==> src/rtl/eth_pkg.sv <==
// eth_pkg: shared Ethernet transmit types and constants.
//   TypeByte       - one GMII data byte
//   PREAMBLE_BYTE  - 0x55, sent seven times before the SFD
//   SFD_BYTE       - 0xD5, start-of-frame delimiter
//   CRC_INIT       - CRC-32 register start value
//   CRC_POLY       - reflected IEEE 802.3 CRC-32 polynomial
//   MIN_PAYLOAD    - minimum payload length when padding is built in
//   state_t        - transmitter FSM states
// Optional feature: GMII_TX_PAD_EN adds the PAD state.
package eth_pkg;

  typedef logic [7:0] TypeByte;

  localparam TypeByte     PREAMBLE_BYTE = 8'h55;
  localparam TypeByte     SFD_BYTE      = 8'hD5;
  localparam logic [31:0] CRC_INIT      = 32'hFFFF_FFFF;
  localparam logic [31:0] CRC_POLY      = 32'hEDB8_8320;
  localparam logic [10:0] MIN_PAYLOAD   = 11'd60;

  typedef enum logic [2:0] {
    IDLE     = 3'd0,
    PREAMBLE = 3'd1,
    SFD      = 3'd2,
    DATA     = 3'd3,
`ifdef GMII_TX_PAD_EN
    PAD      = 3'd4,
`endif
    FCS      = 3'd5,
    IFG      = 3'd6
  } state_t;

endpackage

==> src/rtl/tx_crc32_d8.sv <==
// tx_crc32_d8: combinational one-byte step of the reflected CRC-32.
// Ports:
//   crc      in  32  current CRC register value
//   data     in  8   byte to fold in (LSB processed first)
//   crc_next out 32  CRC register value after the byte
module tx_crc32_d8
  import eth_pkg::*;
(
  input  logic [31:0] crc,
  input  TypeByte     data,
  output logic [31:0] crc_next
);

  always_comb begin
    crc_next = crc ^ {24'h0, data};
    for (int b = 0; b < 8; b++) begin
      crc_next = crc_next[0] ? ((crc_next >> 1) ^ CRC_POLY) : (crc_next >> 1);
    end
  end

endmodule

==> src/rtl/gmii_tx_arbiter.sv <==
// gmii_tx_arbiter: two-requester round-robin GMII transmitter.
// Frames a requester's byte stream with preamble, SFD, optional padding and
// FCS, then enforces an inter-frame gap.
// Parameters:
//   IFG_BYTES - idle cycles between frames (values below 12 are raised to 12)
//   MAX_DATA  - largest payload accepted per frame, FCS excluded
// Ports:
//   clock, reset                 GMII TX clock, synchronous active-high reset
//   s0_/s1_ valid, data, last    requester byte streams
//   s0_/s1_ ready                byte accepted when valid && ready
//   tx_data, tx_en, tx_er        registered GMII transmit outputs
//   grant                        requester owning the current frame
//   busy                         FSM is not IDLE
//   err_underrun                 one-cycle pulse on a frame abort
// Optional feature: define GMII_TX_PAD_EN to zero-pad short frames to
// MIN_PAYLOAD bytes; otherwise frames are sent exactly as supplied.
module gmii_tx_arbiter
  import eth_pkg::*;
#(
  parameter int IFG_BYTES = 12,
  parameter int MAX_DATA  = 1514
) (
  input  logic    clock,
  input  logic    reset,
  input  logic    s0_valid,
  input  TypeByte s0_data,
  input  logic    s0_last,
  output logic    s0_ready,
  input  logic    s1_valid,
  input  TypeByte s1_data,
  input  logic    s1_last,
  output logic    s1_ready,
  output TypeByte tx_data,
  output logic    tx_en,
  output logic    tx_er,
  output logic    grant,
  output logic    busy,
  output logic    err_underrun
);

  localparam int          IFG_EFF  = (IFG_BYTES < 12) ? 12 : IFG_BYTES;
  localparam logic [15:0] IFG_LAST = 16'(IFG_EFF - 1);
  localparam int          MAX_CLIP = (MAX_DATA > 2047) ? 2047 : MAX_DATA;
  localparam logic [10:0] LEN_MAX  = 11'(MAX_CLIP);

  state_t      state_reg;
  logic [15:0] cnt_reg;
  logic [10:0] len_reg;
  logic [31:0] crc_reg;
  logic        grant_reg;
  logic        prio_reg;       // requester favoured on a tie
  TypeByte     tx_data_reg;
  logic        tx_en_reg;
  logic        tx_er_reg;
  logic        err_underrun_reg;

  logic        sel_valid;
  TypeByte     sel_data;
  logic        sel_last;
  logic        pick;
  logic [10:0] len_next;
  TypeByte     crc_data;
  logic [31:0] crc_next;

  assign sel_valid = grant_reg ? s1_valid : s0_valid;
  assign sel_data  = grant_reg ? s1_data  : s0_data;
  assign sel_last  = grant_reg ? s1_last  : s0_last;

  // Lone requester wins outright; on a tie the favoured one wins.
  assign pick = (s0_valid && s1_valid) ? prio_reg : s1_valid;

  // Payload counter saturates instead of wrapping.
  assign len_next = (len_reg == 11'h7FF) ? len_reg : len_reg + 11'd1;

`ifdef GMII_TX_PAD_EN
  assign crc_data = (state_reg == PAD) ? 8'h00 : sel_data;
`else
  assign crc_data = sel_data;
`endif

  tx_crc32_d8 u_crc (
    .crc      (crc_reg),
    .data     (crc_data),
    .crc_next (crc_next)
  );

  assign s0_ready     = (state_reg == DATA) && !grant_reg;
  assign s1_ready     = (state_reg == DATA) &&  grant_reg;
  assign busy         = (state_reg != IDLE);
  assign grant        = grant_reg;
  assign tx_data      = tx_data_reg;
  assign tx_en        = tx_en_reg;
  assign tx_er        = tx_er_reg;
  assign err_underrun = err_underrun_reg;

  always_ff @(posedge clock) begin
    if (reset) begin
      state_reg        <= IDLE;
      cnt_reg          <= '0;
      len_reg          <= '0;
      crc_reg          <= CRC_INIT;
      grant_reg        <= 1'b0;
      prio_reg         <= 1'b0;
      tx_data_reg      <= 8'h00;
      tx_en_reg        <= 1'b0;
      tx_er_reg        <= 1'b0;
      err_underrun_reg <= 1'b0;
    end else begin
      // Outputs default to an idle line; states override below.
      tx_data_reg      <= 8'h00;
      tx_en_reg        <= 1'b0;
      tx_er_reg        <= 1'b0;
      err_underrun_reg <= 1'b0;
      case (state_reg)
        IDLE: begin
          if (s0_valid || s1_valid) begin
            grant_reg <= pick;
            prio_reg  <= ~pick;
            cnt_reg   <= '0;
            len_reg   <= '0;
            crc_reg   <= CRC_INIT;
            state_reg <= PREAMBLE;
          end
        end
        PREAMBLE: begin
          tx_en_reg   <= 1'b1;
          tx_data_reg <= PREAMBLE_BYTE;
          cnt_reg     <= cnt_reg + 16'd1;
          if (cnt_reg == 16'd6) state_reg <= SFD;
        end
        SFD: begin
          tx_en_reg   <= 1'b1;
          tx_data_reg <= SFD_BYTE;
          state_reg   <= DATA;
        end
        DATA: begin
          // A missing byte, or any byte past MAX_DATA, aborts the frame:
          // one tx_er cycle replaces the rest, and no FCS is sent.
          if (!sel_valid || (len_reg >= LEN_MAX)) begin
            tx_en_reg        <= 1'b1;
            tx_er_reg        <= 1'b1;
            err_underrun_reg <= 1'b1;
            cnt_reg          <= '0;
            state_reg        <= IFG;
          end else begin
            tx_en_reg   <= 1'b1;
            tx_data_reg <= sel_data;
            crc_reg     <= crc_next;
            len_reg     <= len_next;
            if (sel_last) begin
              cnt_reg <= '0;
`ifdef GMII_TX_PAD_EN
              state_reg <= (len_next < MIN_PAYLOAD) ? PAD : FCS;
`else
              state_reg <= FCS;
`endif
            end
          end
        end
`ifdef GMII_TX_PAD_EN
        PAD: begin
          tx_en_reg   <= 1'b1;
          tx_data_reg <= 8'h00;
          crc_reg     <= crc_next;
          len_reg     <= len_next;
          if (len_next == MIN_PAYLOAD) begin
            cnt_reg   <= '0;
            state_reg <= FCS;
          end
        end
`endif
        FCS: begin
          // FCS is the complemented register, least-significant byte first.
          tx_en_reg   <= 1'b1;
          tx_data_reg <= ~crc_reg[{cnt_reg[1:0], 3'b000} +: 8];
          cnt_reg     <= cnt_reg + 16'd1;
          if (cnt_reg == 16'd3) begin
            cnt_reg   <= '0;
            state_reg <= IFG;
          end
        end
        IFG: begin
          cnt_reg <= cnt_reg + 16'd1;
          if (cnt_reg == IFG_LAST) state_reg <= IDLE;
        end
        default: state_reg <= IDLE;
      endcase
    end
  end

endmodule

==> config.mk <==
export PLATFORM = sky130hd
export DESIGN_NAME = gmii_tx_arbiter
export DESIGN_NICKNAME = d
export VERILOG_FILES = /design/src/rtl/eth_pkg.sv /design/src/rtl/tx_crc32_d8.sv /design/src/rtl/gmii_tx_arbiter.sv
export SDC_FILE = /design/constraint.sdc
export NUM_CORES = 1
export LEC_CHECK = 0
export ABC_CLOCK_PERIOD_IN_PS = 3870
export CAP_MARGIN = 20
export CORE_MARGIN = 5
export CORE_UTILIZATION = 55
export DETAILED_ROUTE_END_ITERATION = 6
export PLACE_DENSITY = 0.76
export RECOVER_POWER = 25
export SLEW_MARGIN = 40
export SYNTH_ARGS = -nofsm -noshare
export SYNTH_HDL_FRONTEND = slang
export SYNTH_SLANG_ARGS = --single-unit
export TNS_END_PERCENT = 10
==> constraint.sdc <==
create_clock -name clock -period 3.87 [get_ports clock]
set_input_delay 0.387 -clock clock [delete_from_list [all_inputs] [get_ports clock]]
set_output_delay 0.387 -clock clock [all_outputs]
set_load 0.005 [all_outputs]
==> flow_summary.toml <==
[finish]
diodes = 0
layout_common_cells = "74 x dfxtp_1, 67 x nor2_1, 38 x xnor2_1"
final_common_cell = "dfxtp_1"
drive_gt1_share_pct = 10.9
largest_reg_flops = 32
syn2layout_area_growth_pct = 13.0
final_util_pct = 63.8
nFillCells = 675
fin_nets = 516

[floorplanning]
rows = 33
die_area_um2 = 10400
core_area_um2 = 8220
die_x_um = 102
io_pins = 37
initial_core_util_pct = 56.5
die_h_um = 102

[logic_synthesis]
synth.avg_cell_area_um2 = 9.91
async_flop_share_pct = 0
synth_edf_count = 0
seq_area_frac_synth_pct = 31.9
synthCells = 468
yosys_warnings = 0
synth-seq-cells = 74
synth_area_um2 = 4640
yosysUniqueCellTypes = 58
synth_fp_nets = 494
synth_ff_type = "dfxtp_1"

[sta]
max_clock_freq_ghz = 0.354
hold_ws_ps = 479
fin_setup_tns_ps = 0
relSlewSlack_pct = -18.3
tightest_slew_ps = 1770
finalSetupViolations = 0
timing.final.crit_period_ps = 2830
hold_viol = 0
rsz0062_at_grt = "no"
finalWorstSetupSlack_ps = 1040
slew_violations = 45
min_period_over_period_pct = 73.0
skew_ps = 11.5

[setup_path]
crit_start = "reset"
worstSetupPathType = "input pin to flip-flop"
crit_cells = 5
path_cells = "dlygate4sd3_1 > clkbuf_1 > a21oi_1 > o21ai_0 > nor2_1"
cp.required_ps = 4040
critPathMaxStageDelay_ps = 1260
cp-start-kind = "input pin"
crit_slowest_cell = "clkbuf_1"
crit_buf_inv = 2
r2r_start = "grant"
crit_end = "tx_data[4]"
rrSetupSlack_ps = 1120
ff2ff_path_depth = 7
reg2reg_to = "crc_reg[27]"
cpLargestDelayFamily = "buffers and inverters"
cp.arrival_ps = 3000
cp_max_fo = 44
crit_path_end_kind = "flip-flop"

[run_status]
violations = "max-capacitance violations, max-slew violations"
outcome = "finished with violations"

[routing]
ant_nets = 0
initialDrtViolationCount = 211
drc_errors = 0
routed_wl_um = 10300
firstDrtPassIters = 4
wire_per_inst_um = 17.1
vias = 3416
avgViaCountPerCell = 5.70

[placement]
pre_cts_slack_ps = 1110
post-dp-hpwl_um = 6950
port_buffers = 36
gp_congestion = 0.855

[pwr]
seq_power_share_pct = 30.7
power_w = 0.00301
p_leak_nw = 1.97
power_frac_clock_pct = 22.4
peakVddDrop_mv = 0.231
p_comb_share_pct = 46.9
net-switching-power_w = 0.00110
p_per_area_nw_per_um2 = 574
switching_share_pct = 36.7
p_int_w = 0.00191

[clock_tree]
cts_made_buffers = 9
insertion_delay_ps = 350
post_cts_buffers = 0
cts-hold-fix-buffers = 0
cts_root_buffer = "clkbuf_8"
h-tree-depth = 3
clockBufferDepth = 2
path_clk_slew_ps = 80
cts_resized = 0
cts_tree = "done"
clkSinkCount = 74

[hold_path]
hp-start = "prio_reg"
hold_class = "flip-flop to flip-flop"

[global_route]
grt_usage_pct = 21.0
overflow = 0
grt_max_degree = 45
antenna_found_initial = 0
grt_pass1_vias = 3387
grt_pass1_wl_um = 17100

[run]
max-cap-violations = 1
## how the worst min path moves through the flow
stage | depth (start not counted) | slack [ps] | to
2_1_floorplan | 1 | 440 | prio_reg
5_1_grt | 1 | 520 | prio_reg
3_3_place_gp | 1 | 450 | prio_reg
4_1_cts | 1 | 480 | prio_reg
6_report | 1 | 480 | prio_reg
3_5_place_dp | 1 | 470 | prio_reg
## layer usage
layer,vias to the layer above,part of all wire [%],track usage (%)
li1,1687,-,-
met1,1638,46,29.1
met2,76,47,33.4
met3,15,5.5,3.69
met4,0,1.7,7.27
met5,-,0,0
## per-stage QoR
step	std cells	area (um2)
4_1_cts	599	5250
3_5_place_dp	584	5030
6_report	599	5240
3_3_place_gp	584	5030
5_1_grt	599	5240
2_1_floorplan	468	4640
## Yosys cell counts, types with 3 or more instances
cell type	number	area share [%]
dfxtp_1	74	32
nor2_1	67	5.4
xnor2_1	38	7.2
nor3_1	34	3.7
clkbuf_1	22	1.8
nand2b_1	17	2.3
o21bai_1	17	2.8
xor2_1	17	3.2
a21oi_1	14	1.5
nand2_1	14	1.1
o22ai_1	14	1.9
xnor3_1	11	5.3
nand3_1	10	1.1
xnor2_4	9	5.3
mux4_2	8	3.9
inv_1	6	0.49
nor3b_1	6	0.97
xor3_1	6	3.1
and3_1	5	0.67
buf_2	5	0.54
mux2i_1	5	1.1
nor4_1	5	0.67
ha_1	4	1.1
mux2i_4	4	1.9
nand4_1	4	0.54
xnor2_2	4	1.4
a311oi_1	3	0.57
and2_1	3	0.40
and4_1	3	0.57
nor4b_1	3	0.57
o22a_1	3	0.57
or2_2	3	0.40
## power by group through the flow
stage          combinational, W  sequential (W)  clock (W)
4_1_cts                 0.00142        0.000925   0.000684
5_1_grt                 0.00152        0.000936   0.000720
2_1_floorplan           0.00119        0.000875          0
3_3_place_gp            0.00139        0.000937          0
3_5_place_dp            0.00141        0.000943          0
6_report                0.00141        0.000924   0.000673
## cells by family after synthesis
group	count (synthesis)	share of synthesized area [%]
simple gates	179	19.3
xor+xnor	86	26.1
flops	74	31.9
compound gates	69	10.3
buf+inv	37	3.80
mux	19	7.44
fa+ha+maj	4	1.08
## layout make-up
cell class	count	area [um2]	area share, %
clock buffers	10	138	2.63
clock inverters	5	78.8	1.50
inverters	6	22.5	0.430
multi-input cells	357	2990	57.0
flip-flops and latches	74	1480	28.3
well taps	105	131	2.51
repair buffers	42	402	7.66
(Power assumes the default switching activity.)
